## config.mk

```make
export PLATFORM = sky130hd
export DESIGN_NAME = keypad_scan_encoder
export DESIGN_NICKNAME = d
export VERILOG_FILES = /design/src/rtl/keypad_scan_encoder.sv
export SDC_FILE = /design/constraint.sdc
export NUM_CORES = 1
export LEC_CHECK = 0
export ABC_AREA = 0
export CAP_MARGIN = 20
export CORE_MARGIN = 2
export CORE_UTILIZATION = 55
export DETAILED_ROUTE_END_ITERATION = 10
export GPL_TIMING_DRIVEN = 0
export PLACE_DENSITY = 0.8
export SLEW_MARGIN = 40
export SYNTH_ARGS = -nofsm -noshare
export SYNTH_HDL_FRONTEND = slang
export SYNTH_SLANG_ARGS = --single-unit
```

## constraint.sdc

```tcl
create_clock -name clk -period 2.7 [get_ports clk]
set_clock_uncertainty 0.2 [all_clocks]
set_input_delay 0.81 -clock clk [delete_from_list [all_inputs] [get_ports clk]]
set_output_delay 0.81 -clock clk [all_outputs]
set_load 0.05 [all_outputs]
```

## src/rtl/keypad_scan_encoder.sv

```systemverilog
// 4x4 matrix keypad scanner: walks one active-low column per scan tick,
// debounces press/release of the selected row and emits the encoded key.
//
// state       | meaning
// ------------+------------------------------------------------------------
// ST_SCAN     | stepping columns, waiting for any row to go low
// ST_DEBOUNCE | column frozen, counting stable low samples of latched row
// ST_HOLD     | key accepted, counting stable high samples to release it
module keypad_scan_encoder #(
    parameter int SCAN_DIV       = 10000,
    parameter int DEBOUNCE_TICKS = 4
) (
    input  logic       clk,
    input  logic       rst,
    input  logic [3:0] row_i,
    output logic [3:0] col_o,
    output logic [3:0] key_code_o,
    output logic       key_valid_o,
    output logic       key_held_o
);

    localparam int PW = (SCAN_DIV > 1) ? $clog2(SCAN_DIV) : 1;
    localparam int CW = $clog2(DEBOUNCE_TICKS + 1);
    localparam logic [PW-1:0] PRESC_MAX = PW'(SCAN_DIV - 1);
    localparam logic [CW-1:0] DEB_MAX   = CW'(DEBOUNCE_TICKS);

    typedef enum logic [1:0] {
        ST_SCAN     = 2'd0,
        ST_DEBOUNCE = 2'd1,
        ST_HOLD     = 2'd2
    } state_t;

    state_t        state_q, state_d;
    logic [PW-1:0] presc_q, presc_d;
    logic [3:0]    sync1_q, sync1_d;
    logic [3:0]    sync2_q, sync2_d;
    logic [1:0]    col_idx_q, col_idx_d;
    logic [1:0]    row_idx_q, row_idx_d;
    logic [CW-1:0] deb_cnt_q, deb_cnt_d;
    logic [CW-1:0] rel_cnt_q, rel_cnt_d;
    logic [3:0]    col_q, col_d;
    logic [3:0]    key_code_q, key_code_d;
    logic          key_valid_q, key_valid_d;
    logic          key_held_q, key_held_d;

    logic [3:0]    row_s;
    logic          tick;
    logic [1:0]    row_low;
    logic          latched_high;

    assign row_s        = sync2_q;
    assign tick         = (presc_q == PRESC_MAX);
    assign latched_high = row_s[row_idx_q];

    // Lowest-index low row wins when several rows are pulled down at once.
    always_comb begin
        row_low = 2'd0;
        if (!row_s[0])      row_low = 2'd0;
        else if (!row_s[1]) row_low = 2'd1;
        else if (!row_s[2]) row_low = 2'd2;
        else if (!row_s[3]) row_low = 2'd3;
    end

    always_comb begin
        state_d     = state_q;
        presc_d     = tick ? '0 : presc_q + PW'(1);
        sync1_d     = row_i;
        sync2_d     = sync1_q;
        col_idx_d   = col_idx_q;
        row_idx_d   = row_idx_q;
        deb_cnt_d   = deb_cnt_q;
        rel_cnt_d   = rel_cnt_q;
        key_code_d  = key_code_q;
        key_valid_d = 1'b0;
        key_held_d  = key_held_q;

        if (tick) begin
            case (state_q)
                ST_SCAN: begin
                    if (row_s == 4'hF) begin
                        col_idx_d = col_idx_q + 2'd1;
                    end else begin
                        row_idx_d = row_low;
                        if (DEB_MAX == CW'(1)) begin
                            deb_cnt_d   = '0;
                            rel_cnt_d   = '0;
                            key_code_d  = {row_low, col_idx_q};
                            key_valid_d = 1'b1;
                            key_held_d  = 1'b1;
                            state_d     = ST_HOLD;
                        end else begin
                            deb_cnt_d = CW'(1);
                            state_d   = ST_DEBOUNCE;
                        end
                    end
                end
                ST_DEBOUNCE: begin
                    if (!latched_high) begin
                        if (deb_cnt_q + CW'(1) == DEB_MAX) begin
                            deb_cnt_d   = '0;
                            rel_cnt_d   = '0;
                            key_code_d  = {row_idx_q, col_idx_q};
                            key_valid_d = 1'b1;
                            key_held_d  = 1'b1;
                            state_d     = ST_HOLD;
                        end else begin
                            deb_cnt_d = deb_cnt_q + CW'(1);
                        end
                    end else begin
                        deb_cnt_d = '0;
                        col_idx_d = col_idx_q + 2'd1;
                        state_d   = ST_SCAN;
                    end
                end
                ST_HOLD: begin
                    if (latched_high) begin
                        if (rel_cnt_q + CW'(1) == DEB_MAX) begin
                            rel_cnt_d  = '0;
                            key_held_d = 1'b0;
                            col_idx_d  = col_idx_q + 2'd1;
                            state_d    = ST_SCAN;
                        end else begin
                            rel_cnt_d = rel_cnt_q + CW'(1);
                        end
                    end else begin
                        rel_cnt_d = '0;
                    end
                end
                default: state_d = ST_SCAN;
            endcase
        end

        col_d = ~(4'b0001 << col_idx_d);
    end

    always_ff @(posedge clk) begin
        if (rst) begin
            state_q     <= ST_SCAN;
            presc_q     <= '0;
            sync1_q     <= 4'hF;
            sync2_q     <= 4'hF;
            col_idx_q   <= 2'd0;
            row_idx_q   <= 2'd0;
            deb_cnt_q   <= '0;
            rel_cnt_q   <= '0;
            col_q       <= 4'b1110;
            key_code_q  <= 4'h0;
            key_valid_q <= 1'b0;
            key_held_q  <= 1'b0;
        end else begin
            state_q     <= state_d;
            presc_q     <= presc_d;
            sync1_q     <= sync1_d;
            sync2_q     <= sync2_d;
            col_idx_q   <= col_idx_d;
            row_idx_q   <= row_idx_d;
            deb_cnt_q   <= deb_cnt_d;
            rel_cnt_q   <= rel_cnt_d;
            col_q       <= col_d;
            key_code_q  <= key_code_d;
            key_valid_q <= key_valid_d;
            key_held_q  <= key_held_d;
        end
    end

    assign col_o       = col_q;
    assign key_code_o  = key_code_q;
    assign key_valid_o = key_valid_q;
    assign key_held_o  = key_held_q;

endmodule
```

# ---- Yosys cells after proc, flatten, opt, wreduce, memory -nomap -nowiden
# Cells that the tools add are included.
dict set report totals {
  input_bits 6
  word_cells 79
  output_inout_bits 10
  ff_bits 44
}
dict set report op_classes {
  n_bitwise 5
  n_eq_ne 12
  n_reduce_logical 11
  n_mux 33
  magnitude_cmp 1
  shift 1
  addsub 4
}
# cell count
set op_table {}
lappend op_table {{$mux 2} 14}
lappend op_table {{$mux 3} 7}
lappend op_table {{$add 14x1->14 const B} 1}
lappend op_table {{$eq 14x14->1 const B} 1}
lappend op_table {{$pmux 2 s3} 2}
lappend op_table {{$pmux 3 s2} 2}
lappend op_table {{$ne 2x2->1 const B} 5}
lappend op_table {{$reduce_and 4->1} 2}
lappend op_table {{$add 3x1->3 const B} 2}
lappend op_table {{$eq 3x3->1 const B} 2}
lappend op_table {{$mux 1} 6}
lappend op_table {{$reduce_and 3->1} 2}
lappend op_table {{$reduce_and 6->1} 1}
lappend op_table {{$reduce_and 5->1} 1}
lappend op_table {{$eq 4x4->1 const B} 1}
lappend op_table {{$not 1->1} 4}
lappend op_table {{$not 4->4} 1}
lappend op_table {{$reduce_bool 2->1} 2}
lappend op_table {{$reduce_or 4->1} 1}
lappend op_table {{$shl 1x2->4 const A} 1}
lappend op_table {{$lt 2x3->1 const B} 1}
lappend op_table {{$ne 3x3->1 const B} 1}
lappend op_table {{$add 2x1->2 const B} 1}
lappend op_table {{$bmux 1 s2} 1}
lappend op_table {{other kinds (5)} 5}

# ---- Longest topological paths before layout
# Gate-level depths: netlist of the first run.
dict set report logic_depth {
  depth_word 8
  mapped_depth 7
  ltp_nobuf 6
}

# ---- Worst setup path before layout of the first run
# No wires, ideal clock.
dict set report synth_path {
  kind {register -> register}
  start {register presc_q[12]}
  end {register col_idx_q[0]}
  period_less_slack_ns 2.384
  path_stages_with_launch 6
  t_arrival_ns 2.058
  path_buffers 1
  path_slack_ns 0.316
  setup_time_ns 0.126
  cell_sequence {dfxtp_1 -> or4_1 -> or4_1 -> buf_6 -> a41oi_4 -> mux2_4}
}
dict set report synth_via {
  elab_chain_cells 2
}
# item line
set synth_lines {}
lappend synth_lines {{start, declared} 34} ;# logic [PW-1:0] presc_q, presc_d;
lappend synth_lines {{start signal, assigned} 152} ;# presc_q <= presc_d;
lappend synth_lines {{$eq 14x14->1} 52} ;# assign tick = (presc_q == PRESC_MAX);
lappend synth_lines {{$mux 2} 77} ;# if (tick) begin
lappend synth_lines {{end signal, assigned} 155} ;# col_idx_q <= col_idx_d;
lappend synth_lines {{end, declared} 37} ;# logic [1:0] col_idx_q, col_idx_d;
# Every way passes these cells.
# A chain may end at the register's enable or synchronous reset.

# ---- Final worst setup path of the first run
dict set report layout_path {
  start {register presc_q[12]}
  end {register rel_cnt_q[1]}
}
dict set report layout_via {
  elab_chain_cells 2
}
# item line
set layout_lines {}
lappend layout_lines {{$eq 14x14->1} 52}
lappend layout_lines {{$reduce_and 4->1 (no source line)} --}
lappend layout_lines {{end signal, assigned} 158} ;# rel_cnt_q <= rel_cnt_d;
lappend layout_lines {{end, declared} 40} ;# logic [CW-1:0] rel_cnt_q, rel_cnt_d;
# Every way passes these cells.

==> results.py, run 1 <==
metrics = {
    "critical_path": {
        "critPathBufInv": 0,
        "crit_required_ns": 2.80,
        "cp.arrival_ns": 2.64,
        "path_cells": "or4_1 > nor4_2 > nand3_2 > nand2_1 > mux2i_1",
        "r2r_cells": 5,
        "crit_type": "reg2reg",
        "cp_max_fo": 9,
        "cpPeakStageDelay_ns": 0.60,
        "cp-start-kind": "register",
        "critPathSlowestCell": "nor4_2",
        "crit_cells": 5,
        "end_kind": "register",
        "path_delay_family": "simple AND/OR/NAND/NOR gates",
    },
    "global_route": {
        "gr-total-overflow": 0,
        "grt_pass1_vias": 1455,
        "grt_pass1_wl_um": 6237,
        "grt_usage": 0.2001,
        "grt_max_degree": 13,
        "antenna_found_initial": 0,
    },
    "clock_tree": {
        "clock_path_buffers": 2,
        "clk_latency_ns": 0.36,
        "htreeDepth": 2,
        "cts_resized": 0,
        "post-cts-setup-buffers": 0,
        "tritoncts": "built",
        "ctsRootBufferMaster": "clkbuf_4",
        "cts_inserted_buffers": 5,
        "hold_buffers": 0,
        "cts.clk_slew.worst_paths_ns": 0.12,
        "cts_sinks": 44,
    },
    "finish": {
        "fin_cells": 277,
        "postLayoutCellArea_um2": 2191,
        "area_growth_pct": 13.48,
        "nets": 242,
        "n_antenna_cell": 0,
        "post-route-util": 0.6514,
        "drive_gt1_frac": 0.1082,
        "final_cell_mix": "44 x dfxtp_1, 29 x nor2_1, 15 x clkdlybuf4s50_1",
        "fillers": 302,
        "final_common_cell": "dfxtp_1",
    },
    "logic_synthesis": {
        "syn_area_um2": 1931,
        "synth_fp_nets": 220,
        "ys_ff_latch": 44,
        "avgSynthCellArea_um2": 9.237,
        "synth-xor-area-share": 0.06351,
        "synthAdderAreaFrac": 0.03240,
        "synth_top_family_by_area": "simple AND/OR/NAND/NOR gates",
        "synth_edf_count": 0,
        "yosys.cell_types.count": 38,
        "ys.flop_type": "dfxtp_1",
        "synth-compound-area-share": 0.06999,
        "async_reset_ff_frac": 0,
        "syn_inst": 209,
        "synthMuxAreaShare": 0.05638,
        "yosysSeqAreaShare": 0.4563,
        "yosys.area_share.simple": 0.2949,
        "synth_warnings": 0,
    },
    "route": {
        "vias_per_cell": 5.401,
        "wl_um": 3380,
        "first_pass_iters": 4,
        "ant_nets": 0,
        "wire_per_inst_um": 12.20,
        "vias": 1496,
        "drt_iter0_drc": 79,
        "drc_errors": 0,
    },
    "flow_run": {
        "maxCapViolCount": 0,
    },
    "die": {
        "die_x_um": 63.25,
        "die_y_um": 63.25,
        "initial_utilization": 0.5740,
        "die-area_um2": 4000,
        "coreArea_um2": 3363,
        "ios": 16,
        "rows": 21,
    },
    "placement": {
        "post_dp_cell_area_um2": 2145,
        "dp_slack_ns": 0.01820,
        "io_buffers": 15,
        "place.gp.congestion": 0.8683,
        "dp.cells": 270,
        "place_hpwl_um": 2456,
    },
    "timing": {
        "drv_slew": 0,
        "min_period_over_period": 0.9417,
        "setup_viol": 0,
        "hold_viol_final": 0,
        "setup_tns_ns": 0,
        "worst_pin_slew_ns": 0.6224,
        "max_slew_margin": 0.5816,
        "setup_ws_ns": 0.1574,
        "fmax_ghz": 0.3933,
        "rsz0062_at_grt": "no",
        "fin_crit_ns": 2.543,
    },
    "power": {
        "irDropWorstVdd_v": 0.0003036,
        "p_int_uw": 774.8,
        "swShare": 0.2256,
        "leakage_uw": 0.0008231,
        "p_seq_frac": 0.664,
        "p_per_area_nw_per_um2": 456.7,
        "clkPwrFrac": 0.293,
        "netSwitchingPower_uw": 225.7,
        "pwr-share-comb": 0.044,
    },
    "outcome": {
        "status": "completed",
    },
    "hold_path": {
        "worstHoldPathType": "reg2reg",
        "whs_path_depth": 1,
    },
}
-- worst paths after layout --
check                               endpoint        start  slack, ns
worst max-delay path            rel_cnt_q[1]  presc_q[12]       0.16
worst min-delay path                row_s[0]   sync1_q[0]       0.22
worst max register to register  rel_cnt_q[1]  presc_q[12]       0.16
worst min register to register      row_s[0]   sync1_q[0]       0.22
-- state kept, by name, summed over array words and instances (netlist names) --
| signal | cells |
|---|---|
| col_idx_q | 2 |
| col_o | 4 |
| deb_cnt_q | 3 |
| key_code_o | 4 |
| key_held_o | 1 |
| key_valid_o | 1 |
| presc_q | 14 |
| rel_cnt_q | 3 |
| row_idx_q | 2 |
| row_s | 4 |
| state_q | 2 |
| sync1_q | 4 |
-- cells by family after synthesis --
kind of cell	after synthesis
flops	44
mux	9
xor+xnor	14
compound gates	20
simple gates	106
buf+inv	11
fa+ha+maj	5
-- cells in the mapped netlist (2+ instances only) --
cell type  instances  area share
nor4_1             2      0.0065
mux2i_1            6       0.031
nand4b_1           2      0.0091
nor3_1            10       0.026
nand3_1           11       0.029
xnor2_1            7       0.032
clkbuf_1           4      0.0078
nor2b_1            6       0.019
ha_1               5       0.032
xor2_1             7       0.032
or4_1              2      0.0078
nand2b_1           8       0.026
o21ai_0            5       0.013
dfxtp_1           44        0.46
inv_1              4      0.0078
buf_2              2      0.0052
nand4_1            6       0.019
nand2_1           11       0.021
nor2_1            29       0.056
a21oi_1           10       0.026
or2_2              9       0.029
and3_1             3      0.0097
-- metal layers --
metal  global-route usage  share of wire
met4              0.08424          0.018
met5                    0              0
met3              0.05893          0.036
met1               0.2358           0.46
met2               0.3391           0.48
-- layout make-up --
type	count	area (um^2)	share of cell area
Buffer	7	36.28	0.01656
Clock buffer	6	41.29	0.01885
Clock inverter	1	5.005	0.002284
Inverter	4	15.01	0.006853
Multi-Input combinational cell	154	1005	0.4586
Sequential cell	44	880.8	0.4021
Tap cell	46	57.56	0.02627
Timing Repair Buffer	15	150.1	0.06853
-- metrics by stage --
stage	hold WS, ns	power, uW
4_1_cts	0.2235	1015
3_3_place_gp	0.1909	721.4
6_report	0.2211	1001
5_1_grt	0.2403	1052
2_1_floorplan	0.1895	706.2
3_5_place_dp	0.1966	723.2
-- power by group through the flow --
| stage | Combinational [uW] | Clock (uW) | Sequential, uW |
|---|---|---|---|
| CTS | 44.3 | 306 | 664 |
| global route | 50.0 | 336 | 666 |
| global placement | 42.9 | 0 | 679 |
| detailed placement | 44.3 | 0 | 679 |
| finish | 43.8 | 293 | 664 |
| floorplan | 28.5 | 0 | 678 |
(Power assumes the default switching activity.)
==> inputs of run 2 (changes only) <==
--- a/config.mk
+++ b/config.mk
@@ -9,6 +9,7 @@
 export CAP_MARGIN = 20
 export CORE_MARGIN = 2
 export CORE_UTILIZATION = 55
+export CTS_CLUSTER_SIZE = 14
 export DETAILED_ROUTE_END_ITERATION = 10
 export GPL_TIMING_DRIVEN = 0
 export PLACE_DENSITY = 0.8
==> results of run 2 <==
No change in the layout: final DEF, timing and power equal those of run 1.
==> inputs of run 3 (changes only) <==
--- a/config.mk
+++ b/config.mk
@@ -13,7 +13,6 @@
 export DETAILED_ROUTE_END_ITERATION = 10
 export GPL_TIMING_DRIVEN = 0
 export PLACE_DENSITY = 0.8
-export SLEW_MARGIN = 40
 export SYNTH_ARGS = -nofsm -noshare
 export SYNTH_HDL_FRONTEND = slang
 export SYNTH_SLANG_ARGS = --single-unit
==> results.py, run 3 (synthesized netlist as in run 1, its figures left out) <==
metrics = {
    "critical_path": {
        "rr_startpoint": "presc_q[12]",
        "cp_max_fo": 9,
        "critPathSlowestCell": "or4_1",
        "cpPeakStageDelay_ns": 0.60,
        "crit_required_ns": 2.81,
        "r2r_cells": 6,
        "cp-start-kind": "register",
        "path_common_cell": "or4_1",
        "cp.arrival_ns": 2.70,
        "path_cells": "or4_1 > or4_1 > buf_6 > a41oi_4 > mux2_4 > nand2b_1",
        "crit_type": "reg2reg",
        "r2r_slack_ns": 0.11,
        "end_kind": "register",
        "regToRegEndpoint": "col_o[1]",
    },
    "outcome": {
        "status": "completed",
    },
    "placement": {
        "place_hpwl_um": 2436,
        "place.gp.congestion": 0.8683,
        "io_buffers": 15,
        "post_dp_cell_area_um2": 2138,
        "dp.cells": 270,
        "dp_slack_ns": -0.1627,
    },
    "die": {
        "die_x_um": 63.25,
        "die_y_um": 63.25,
        "ios": 16,
        "initial_utilization": 0.5740,
        "die-area_um2": 4000,
        "coreArea_um2": 3363,
        "rows": 21,
    },
    "clock_tree": {
        "ctsRootBufferMaster": "clkbuf_4",
        "hold_buffers": 0,
        "post-cts-setup-buffers": 0,
        "clk_latency_ns": 0.35,
        "tritoncts": "built",
        "htreeDepth": 2,
        "cts_resized": 1,
        "cts_inserted_buffers": 5,
        "cts_sinks": 44,
        "clock_path_buffers": 2,
        "cts.clk_slew.worst_paths_ns": 0.12,
    },
    "finish": {
        "drive_gt1_frac": 0.1126,
        "n_antenna_cell": 0,
        "fin_cells": 277,
        "final_common_cell": "dfxtp_1",
        "postLayoutCellArea_um2": 2205,
        "largest_register": "presc_q",
        "final_cell_mix": "44 x dfxtp_1, 29 x nor2_1, 15 x clkdlybuf4s50_1",
        "largest_reg_flops": 14,
        "nets": 242,
        "area_growth_pct": 14.19,
    },
    "global_route": {
        "grt_pass1_wl_um": 6285,
        "antenna_found_initial": 0,
        "grt_pass1_vias": 1449,
        "grt_max_degree": 13,
        "gr-total-overflow": 0,
        "grt_usage": 0.2001,
    },
    "route": {
        "wl_um": 3461,
        "first_pass_iters": 4,
        "ant_nets": 0,
        "wire_per_inst_um": 12.49,
        "drc_errors": 0,
        "drt_iter0_drc": 56,
        "vias_per_cell": 5.379,
        "vias": 1490,
    },
    "timing": {
        "setup_tns_ns": 0,
        "worst_pin_slew_ns": 0.4983,
        "rsz0062_at_grt": "no",
        "hold_viol_final": 0,
        "fin_crit_ns": 2.588,
        "fmax_ghz": 0.3864,
        "min_period_over_period": 0.9584,
        "setup_ws_ns": 0.1123,
        "setup_viol": 0,
        "drv_slew": 0,
        "max_slew_margin": 0.6667,
    },
    "power": {
        "irDropWorstVdd_v": 0.0003270,
        "p_per_area_nw_per_um2": 453.3,
        "leakage_uw": 0.0008252,
    },
    "hold_path": {
        "worstHoldPathType": "reg2reg",
        "hp-start": "sync1_q[1]",
        "whs_path_depth": 1,
        "min_to": "row_s[1]",
    },
    "flow_run": {
        "maxCapViolCount": 0,
    },
}
==> run 3: cell types whose count changed in the layout (fill, tap and decap cells not counted) <==
cell,previous run,this run
nor4_4,1,2
nor4_2,1,0
nor3_2,0,1
nor3_1,10,9
==> run 3: stage by stage <==
stage,utilization,power [uW],hold WS (ns)
final,0.6555,999.4,0.2210
after global routing,0.6555,1053,0.2376
after CTS,0.6514,1009,0.2227
after detailed placement,0.6358,723.3,0.1958
after global placement,0.6358,721.4,0.1909
after floorplan,-,706.2,0.1895
==> run 3: layout make-up <==
type	count	area, um^2
repair buffers	15	150.1
multi-input cells	154	1018
flip-flops and latches	44	880.8
plain buffers	7	36.28
fillers	302	1159
inverters	4	15.01
well taps	46	57.56
clock inverters	1	5.005
clock buffers	6	41.29
==> run 3: power by group <==
group | internal, uW | switching [uW]
sequential | 658 | 6.01
clock | 96.2 | 195
combinational | 20.5 | 23.4
total | 775 | 224
==> run 3: how the worst max path moves through the flow <==
stage	from	endpoint	cells past startpoint
floorplan	presc_q[12]	col_idx_q[0]	5
global placement	presc_q[12]	rel_cnt_q[1]	5
global route	presc_q[12]	col_o[1]	6
finish	presc_q[12]	col_o[1]	6
detailed placement	presc_q[12]	rel_cnt_q[1]	5
CTS	key_code_o[0]	key_code_o[0]	1
==> run 3: routing by layer <==
layer	part of all wire	GRT usage	wire length, um	up-vias
li1	-	-	-	768
met1	0.49	0.2449	1705	702
met2	0.47	0.3391	1613	15
met3	0.025	0.05536	87	5
met4	0.016	0.06793	55	0
met5	0	0	0	-
==> run 3: worst max-delay path, delay by kind of cell, from the launching register on <==
family,cells,cell delay [ns]
AOI/OAI and AO/OA,1,0.26
buffers and inverters,1,0.17
DFF,1,0.36
muxes,1,0.34
and+or+nand+nor,3,1.21
